===== src/rtl/pattern_detector_pkg.sv =====
// Shared definitions for the pattern detector: FSM encoding, pattern geometry.
// Pure declarations, no logic.
package pattern_detector_pkg;

    typedef enum logic {
        SEARCH = 1'b0,
        LOCKED = 1'b1
    } state_t;

    localparam int PAT_LEN = 4;
    localparam int IDX_W   = 2;
    localparam int REP_W   = 4;

    // Pattern byte index advances modulo the pattern length.
    function automatic logic [IDX_W-1:0] next_idx(input logic [IDX_W-1:0] idx);
        return (idx == IDX_W'(PAT_LEN - 1)) ? '0 : idx + 1'b1;
    endfunction

endpackage


===== src/rtl/pattern_detector_if.sv =====
// Byte-strobe/comparator and status bundle between the detector and its user.
// master drives strobe/compare/clear; slave (the detector) drives status.
interface pattern_detector_if #(
    parameter int CNT_W = 8
);
    import pattern_detector_pkg::*;

    logic               byte_stb;
    logic               true_byte;
    logic               clear;
    logic [IDX_W-1:0]   byte_num;
    logic [REP_W-1:0]   rep_count;
    logic               pattern_found;
    logic               locked;
    logic [CNT_W-1:0]   mismatch_cnt;
    logic               overrun;

    modport master (
        output byte_stb, true_byte, clear,
        input  byte_num, rep_count, pattern_found, locked, mismatch_cnt, overrun
    );

    modport slave (
        input  byte_stb, true_byte, clear,
        output byte_num, rep_count, pattern_found, locked, mismatch_cnt, overrun
    );

endinterface


===== src/rtl/pattern_detector_sat_counter.sv =====
// Saturating up-counter with synchronous clear; 1-cycle update latency.
// No backpressure: inc is ignored once the count is all-ones.
module sat_counter #(
    parameter int WIDTH = 8
) (
    input  logic             clk,
    input  logic             rst,
    input  logic             inc,
    input  logic             clr,
    output logic [WIDTH-1:0] count
);

    always_ff @(posedge clk or negedge rst) begin
        if (!rst) begin
            count <= '0;
        end else if (clr) begin
            count <= '0;
        end else if (inc && (count != '1)) begin
            count <= count + 1'b1;
        end
    end

endmodule


===== src/rtl/pattern_detector.sv =====
// Frame-pattern search: counts consecutive 4-byte matches and locks after N_REPEAT.
// Lock pulse 2 cycles after the final byte strobe; no backpressure, closely spaced strobes flag overrun.
module pattern_detector
    import pattern_detector_pkg::*;
#(
    parameter int N_REPEAT = 5,
    parameter int CNT_W    = 8
) (
    input  logic              clk,
    input  logic              rst,
    pattern_detector_if.slave bus
);

    localparam logic [REP_W-1:0] REP_LOCK = REP_W'(N_REPEAT);

    state_t             state;
    logic               cmp_valid;
    logic [IDX_W-1:0]   byte_num;
    logic [REP_W-1:0]   rep_count;
    logic               pattern_found;
    logic               locked;
    logic               overrun;
    logic [CNT_W-1:0]   mismatch_cnt;

    logic               miss;
    logic [REP_W-1:0]   rep_next;
    logic               last_byte;

    assign miss      = (state == SEARCH) && cmp_valid && !bus.true_byte && !bus.clear;
    assign rep_next  = rep_count + 1'b1;
    assign last_byte = (byte_num == IDX_W'(PAT_LEN - 1));

    always_ff @(posedge clk or negedge rst) begin
        if (!rst) begin
            state         <= SEARCH;
            cmp_valid     <= 1'b0;
            byte_num      <= '0;
            rep_count     <= '0;
            pattern_found <= 1'b0;
            locked        <= 1'b0;
            overrun       <= 1'b0;
        end else begin
            cmp_valid     <= bus.byte_stb;
            pattern_found <= 1'b0;
            if (bus.clear) begin
                state     <= SEARCH;
                byte_num  <= '0;
                rep_count <= '0;
                locked    <= 1'b0;
                overrun   <= 1'b0;
            end else begin
                // A strobe while the previous one is still being compared is a spacing violation.
                if (bus.byte_stb && cmp_valid) begin
                    overrun <= 1'b1;
                end
                case (state)
                    SEARCH: begin
                        if (cmp_valid) begin
                            if (bus.true_byte) begin
                                byte_num <= next_idx(byte_num);
                                if (last_byte) begin
                                    rep_count <= rep_next;
                                    if (rep_next == REP_LOCK) begin
                                        state         <= LOCKED;
                                        locked        <= 1'b1;
                                        pattern_found <= 1'b1;
                                    end
                                end
                            end else begin
                                byte_num  <= '0;
                                rep_count <= '0;
                            end
                        end
                    end
                    LOCKED: begin
                        byte_num  <= '0;
                        rep_count <= REP_LOCK;
                    end
                    default: begin
                        state <= SEARCH;
                    end
                endcase
            end
        end
    end

    sat_counter #(
        .WIDTH (CNT_W)
    ) u_mismatch_cnt (
        .clk   (clk),
        .rst   (rst),
        .inc   (miss),
        .clr   (bus.clear),
        .count (mismatch_cnt)
    );

    assign bus.byte_num      = byte_num;
    assign bus.rep_count     = rep_count;
    assign bus.pattern_found = pattern_found;
    assign bus.locked        = locked;
    assign bus.mismatch_cnt  = mismatch_cnt;
    assign bus.overrun       = overrun;

endmodule

===== src/flat_wrapper.sv =====
// flat-port wrapper written by rule: the top's interface ports become plain ports
module pattern_detector_flat import pattern_detector_pkg::*;
#(
    parameter int N_REPEAT = 5,
    parameter int CNT_W    = 8
)
  (clk, rst, bus_byte_stb, bus_true_byte, bus_clear, bus_byte_num, bus_rep_count, bus_pattern_found, bus_locked, bus_mismatch_cnt, bus_overrun);
  pattern_detector_if #(.CNT_W(CNT_W)) bus_i ();
  input  logic clk;
  input  logic rst;
  input wire logic [$bits(bus_i.byte_stb)-1:0] bus_byte_stb;
  input wire logic [$bits(bus_i.true_byte)-1:0] bus_true_byte;
  input wire logic [$bits(bus_i.clear)-1:0] bus_clear;
  output wire logic [$bits(bus_i.byte_num)-1:0] bus_byte_num;
  output wire logic [$bits(bus_i.rep_count)-1:0] bus_rep_count;
  output wire logic [$bits(bus_i.pattern_found)-1:0] bus_pattern_found;
  output wire logic [$bits(bus_i.locked)-1:0] bus_locked;
  output wire logic [$bits(bus_i.mismatch_cnt)-1:0] bus_mismatch_cnt;
  output wire logic [$bits(bus_i.overrun)-1:0] bus_overrun;
  assign bus_i.byte_stb = bus_byte_stb;
  assign bus_i.true_byte = bus_true_byte;
  assign bus_i.clear = bus_clear;
  assign bus_byte_num = bus_i.byte_num;
  assign bus_rep_count = bus_i.rep_count;
  assign bus_pattern_found = bus_i.pattern_found;
  assign bus_locked = bus_i.locked;
  assign bus_mismatch_cnt = bus_i.mismatch_cnt;
  assign bus_overrun = bus_i.overrun;
  pattern_detector #(.N_REPEAT(N_REPEAT), .CNT_W(CNT_W)) u_core (.clk(clk), .rst(rst), .bus(bus_i));
endmodule

===== config.mk =====
export PLATFORM = sky130hd
export DESIGN_NAME = pattern_detector_flat
export DESIGN_NICKNAME = d
export VERILOG_FILES = /design/src/rtl/pattern_detector_pkg.sv /design/src/rtl/pattern_detector_if.sv /design/src/rtl/pattern_detector_sat_counter.sv /design/src/rtl/pattern_detector.sv /design/src/flat_wrapper.sv
export SDC_FILE = /design/constraint.sdc
export NUM_CORES = 1
export LEC_CHECK = 0
export BUFFER_PORTS_ARGS = -buffer_cell sky130_fd_sc_hd__clkbuf_2
export CELL_PAD_IN_SITES_DETAIL_PLACEMENT = 1
export CELL_PAD_IN_SITES_GLOBAL_PLACEMENT = 1
export CORE_MARGIN = 2
export CORE_UTILIZATION = 42
export CTS_BUF_LIST = sky130_fd_sc_hd__clkbuf_4 sky130_fd_sc_hd__clkbuf_8 sky130_fd_sc_hd__clkbuf_16
export DETAILED_ROUTE_END_ITERATION = 10
export GPL_TIMING_DRIVEN = 0
export PLACE_DENSITY = 0.81
export SLEW_MARGIN = 20
export SYNTH_ARGS = -nofsm -noshare
export SYNTH_HDL_FRONTEND = slang
export SYNTH_SLANG_ARGS = --single-unit

===== constraint.sdc =====
create_clock -name clk -period 4.7 [get_ports clk]
set_clock_uncertainty 0.2 [all_clocks]
set_input_delay 0.235 -clock clk [delete_from_list [all_inputs] [get_ports clk]]
set_output_delay 0.235 -clock clk [all_outputs]
set_load 0.005 [all_outputs]

After elaboration in Yosys (flattened, before gate mapping)

Cells that the tools add are included.

Word-level logic and storage cells: 61
Input bits: 5
Register bits after elaboration: 19

Reduce and logical (&&, ||, !) cells: 15
Bitwise operators: 1
Eq/ne operators: 6
Muxes and demuxes: 28
Add/sub/neg operators: 3

Operator list:

| kind                  | number |
|---|---|
| $mux W1               | 16 |
| $mux W4               | 4 |
| $mux W8               | 2 |
| $reduce_bool A2 Y1    | 6 |
| $add A8 B1 Y8 const B | 1 |
| $mux W2               | 4 |
| $ne A8 B8 Y1 const B  | 1 |
| $pmux W4 S2           | 1 |
| $logic_and A1 B1 Y1   | 5 |
| $reduce_and A5 Y1     | 1 |
| $add A4 B1 Y4 const B | 1 |
| $eq A4 B3 Y1 const B  | 1 |
| $ne A4 B3 Y1 const B  | 1 |
| $pmux W2 S2           | 1 |
| $ne A3 B2 Y1 const B  | 1 |
| $add A2 B1 Y2 const B | 1 |
| $eq A2 B2 Y1 const B  | 1 |
| $logic_not A1 Y1      | 2 |
| $ne A2 B2 Y1 const B  | 1 |
| $reduce_and A2 Y1     | 1 |
| $not A1 Y1            | 1 |

Logic depth before layout (Yosys ltp)

Word-level depth: 8
Mapped depth: 5

By module

From an unflattened synthesis, not the netlist that was laid out.

Cells, all modules: 106
Area total of the unflattened synthesis: 1,027.2 um^2

Modules (own cells, without submodules):

| module           | area each (um^2) | times used | cells an instance |
|---|---|---|---|
| pattern_detector | 563.0            | 1          | 57 |
| sat_counter      | 464.2            | 1          | 49 |

Worst setup path before layout

No wires, ideal clock.

Path type: register to register
Start point: register u_core.state
End point: register u_core.u_mismatch_cnt.count[7]
Buffers on the path: 0
Stages on the path, launching flop included: 5
Data arrival time: 1.321 ns
Period minus slack after synthesis: 1.640 ns
Setup time: 0.119 ns
Path slack: 3.060 ns
Cells stage by stage: dfrtp_1 nor4b_4 o211ai_1 o21a_1 o21ba_1

Longest elaborated chain between the ends: 6

Ends and longest elaborated chain:

| item                                | line                               | RTL |
|---|---|---|
| start: declaration                  | pattern_detector.sv:16             | `state_t state;` |
| start signal: assignment            | pattern_detector.sv:35             | `state <= SEARCH;` |
| start signal: assignment            | pattern_detector.sv:46             | `state <= SEARCH;` |
| start signal: assignment            | pattern_detector.sv:64             | `state <= LOCKED;` |
| $not A1 Y1                          | pattern_detector.sv:29             | `assign miss = (state == SEARCH) && cmp_valid && !bus.true_byte && !bus.clear;` |
| $logic_and A1 B1 Y1 (3 in a row)    | pattern_detector.sv:29             |  |
| $logic_and A1 B1 Y1                 | pattern_detector_sat_counter.sv:18 | `end else if (inc && (count != '1)) begin` |
| $reduce_bool A2 Y1 (no source line) | -                                  |  |
| end signal: assignment              | pattern_detector_sat_counter.sv:19 | `count <= count + 1'b1;` |
| end: declaration                    | pattern_detector_sat_counter.sv:10 | `output logic [WIDTH-1:0] count` |

No other way between the ends.
A chain may end at the register's enable or synchronous reset.

Worst setup path after layout

Start point: register u_core.state
End point: register u_core.u_mismatch_cnt.count[2]

Same word-level chain as after synthesis.

==> run_results.csv <==
group,metric,value,unit
status,status,"completed",
job,drv_cap,0,
critical_path,critPathKind,"flop to flop",
floorplan,start_util,44.0,%
sta,rsz0062_at_grt,"no",
placed_design,preCtsSetupSlack,2.86,ns
synth,yosysWarnings,0,
synth,synth_seq_cells,19,
sta,fmax,537,MHz
placed_design,dpl_cell_area,0.00110,sq mm
synth,yosysSeqAreaShare,49.3,%
route,wire_per_inst,15.3,microns
clock_tree,htreeDepth,1,
sta,fin_crit_sh,39.6,%
route,drt_wl_total,2.29,mm
synth,synth_ff_type,"dfrtp_1",
synth,syn_area_per_cell,10.2,sq um
layout,final_common_cell,"clkbuf_2",
pwr,p_clk_share,32.0,%
clock_tree,clk_latency,0.29,ns
route,vias,802,
worst_hold_path,hold_start,"bus_clear",
critical_path,arrival,1.88,ns
layout,mostFrequentLayoutCells,"clkbuf_2 (21), dfrtp_1 (19), nor2_1 (12), a21oi_1 (8)",
pwr,seq_power_share,60.5,%
route,drt-initial-drc-count,9,
global_routing,grt_usage,19.8,%
critical_path,worstReg2RegEnd,"u_core.u_mismatch_cnt.count[2]",
placed_design,place_congestion,0.747,
floorplan,die-height,51.9,microns
clock_tree,root_buffer,"clkbuf_4",
sta,hold_ws,0.00469,ns
floorplan,die_area,0.00270,sq mm
pwr,sw_frac_of_total,23.5,%
sta,finalSetupTns,0,ns
synth,synth_cells,95,
clock_tree,path_clk_slew,0.11,ns
sta,max-slew-margin-rel,65.7,%
sta,hold_viol_final,0,
route,drc,0,
critical_path,r2r_start,"u_core.state",
layout,insertedDiodeCount,0,
global_routing,first_global_vias,807,
global_routing,antenna_found_initial,0,
synth,syn-cell-area,965,sq um
sta,slew_viol_final,0,
clock_tree,post_cts_resized,0,
sta,setup_slack,2.84,ns
critical_path,worstRegToRegCells,4,
pwr,p_leak,0.587,nW
floorplan,num_rows,17,
placed_design,post-place-cells,144,
layout,drive_gt1_share,24.6,%
pwr,p_int,0.213,mW
global_routing,grt_overflow_total,0,
worst_hold_path,whs_path_depth,2,
critical_path,rrSetupSlack,2.84,ns
floorplan,pin_count,22,
sta,setup_viol,0,
synth,synth_edf_count,0,
pwr,peakVddDrop,0.129,mV
sta,period_needed,1.86,ns
placed_design,place_hpwl,1.73,mm
synth,synthArstFlopShare,100,%
global_routing,grt_pass1_wl,3.92,mm
layout,area_delta_synth_final,19.7,%
clock_tree,clock-sinks,19,
worst_hold_path,min_path_type,"input port to flop",
route,ant_nets,0,
pwr,power.switching,0.0655,mW
route,dr.pass1.iters,2,
floorplan,core-area,0.00219,sq mm
layout,fillers,271,
pwr,p_per_area,241,mW/mm^2
clock_tree,clock_path_buffers,2,
sta,tightest_slew,0.515,ns
route,vias_per_cell,5.35,
placed_design,numPortBuffers,21,
critical_path,required,4.72,ns
synth,synth_nets,104,
pwr,finalPower,0.278,mW
critical_path,crit_path_start_kind,"flop",
layout,layout.cells.non_filler,150,
pwr,pwr-share-comb,7.4,%
layout,stdcell_area,0.00115,sq mm
worst_hold_path,hold-path-endpoint,"u_core.bus.rep_count[2]",
clock_tree,cts_buffers,3,
synth,synth_cell_types,31,
critical_path,critPathCaptureType,"flop",
critical_path,crit_path_max_fanout,5,
global_routing,grt_max_degree,20,
layout,nNetsFinal,132,
floorplan,die_w,51.9,microns
layout,post-route-util,52.7,%
clock_tree,tritoncts,"done",
==> layout make-up <==
class	instances	area (sq um)	area share, %
clock buffer	4	30.0	2.60
inverter	7	26.3	2.28
tap	28	35.0	3.03
buffer	2	15.0	1.30
sequential	19	475	41.2
multi-input combinational	67	448	38.8
timing repair buffer	23	125	10.8
==> how the worst max path moves through the flow <==
stage | startpoint | to | slack (ns) | depth (start not counted)
CTS | u_core.state | u_core.u_mismatch_cnt.count[2] | 2.84 | 4
global placement | u_core.state | u_core.u_mismatch_cnt.count[7] | 2.94 | 4
global route | u_core.u_mismatch_cnt.count[0] | u_core.u_mismatch_cnt.count[2] | 2.77 | 5
detailed placement | u_core.state | u_core.u_mismatch_cnt.count[2] | 2.86 | 4
finish | u_core.state | u_core.u_mismatch_cnt.count[2] | 2.84 | 4
floorplan | u_core.state | u_core.u_mismatch_cnt.count[7] | 3.06 | 4
==> timing repair <==
| action | in CTS | in global routing |
|---|---|---|
| buffers inserted | 0 | 0 |
| endpoints found under the setup margin | 0 | 0 |
| hold endpoints to repair | 21 | 0 |
| hold buffers | 2 | 0 |
==> power by group through the flow <==
stage	registers, mW	clock network, mW	logic, mW
6_report	0.168	0.0890	0.0206
5_1_grt	0.169	0.0960	0.0232
4_1_cts	0.168	0.0915	0.0211
3_5_place_dp	0.171	0	0.0198
3_3_place_gp	0.171	0	0.0192
2_1_floorplan	0.171	0	0.00903
==> sequential cells by signal, indices dropped and copies added (netlist names) <==
signal,count
u_core.u_mismatch_cnt.count,8
u_core.bus.rep_count,4
u_core.bus.byte_num,2
u_core.bus.locked,1
u_core.bus.overrun,1
u_core.bus.pattern_found,1
u_core.cmp_valid,1
u_core.state,1
==> cells by family (layout without fill, tap and decap cells) <==
logic type | Yosys count | count (layout) | synth area share [%]
AND/OR/NAND/NOR | 33 | 33 | 19.2
XOR/XNOR | 7 | 7 | 6.36
AO/OA/AOI/OAI | 22 | 22 | 14.7
multiplexers | 1 | 1 | 1.04
flip-flops | 19 | 19 | 49.3
adder cells (fa/ha/maj) | 4 | 4 | 5.19
buffers and inverters | 9 | 36 | 4.28
==> layer usage <==
| metal | vias up | wire [microns] | track usage (%) | part of all wire [%] |
|---|---|---|---|---|
| li1 | 394 | - | - | - |
| met1 | 386 | 1050 | 26.4 | 46 |
| met2 | 18 | 1140 | 32.1 | 50 |
| met3 | 4 | 74 | 2.87 | 3.2 |
| met4 | 0 | 29 | 7.89 | 1.3 |
| met5 | - | 0 | 0 | 0 |
==> critical path, stage by stage, from the launching register on <==
cell and delay, ns:
dfrtp_1 0.46, nor4b_4 0.43, o21ai_2 0.17, or3_1 0.36, a21oi_1 0.16
==> synth_stat cells (3+ instances only) <==
cell	count	area, sq um
nand4_1	3	18.8
o21ai_0	3	15.0
dfrtp_1	19	475
inv_1	7	26.3
nor2_1	12	45.0
ha_1	4	50.1
nand2_1	3	11.3
and3_1	3	18.8
a21oi_1	8	40.0
nand3_1	3	15.0
xor2_1	7	61.3
(Power assumes the default switching activity.)
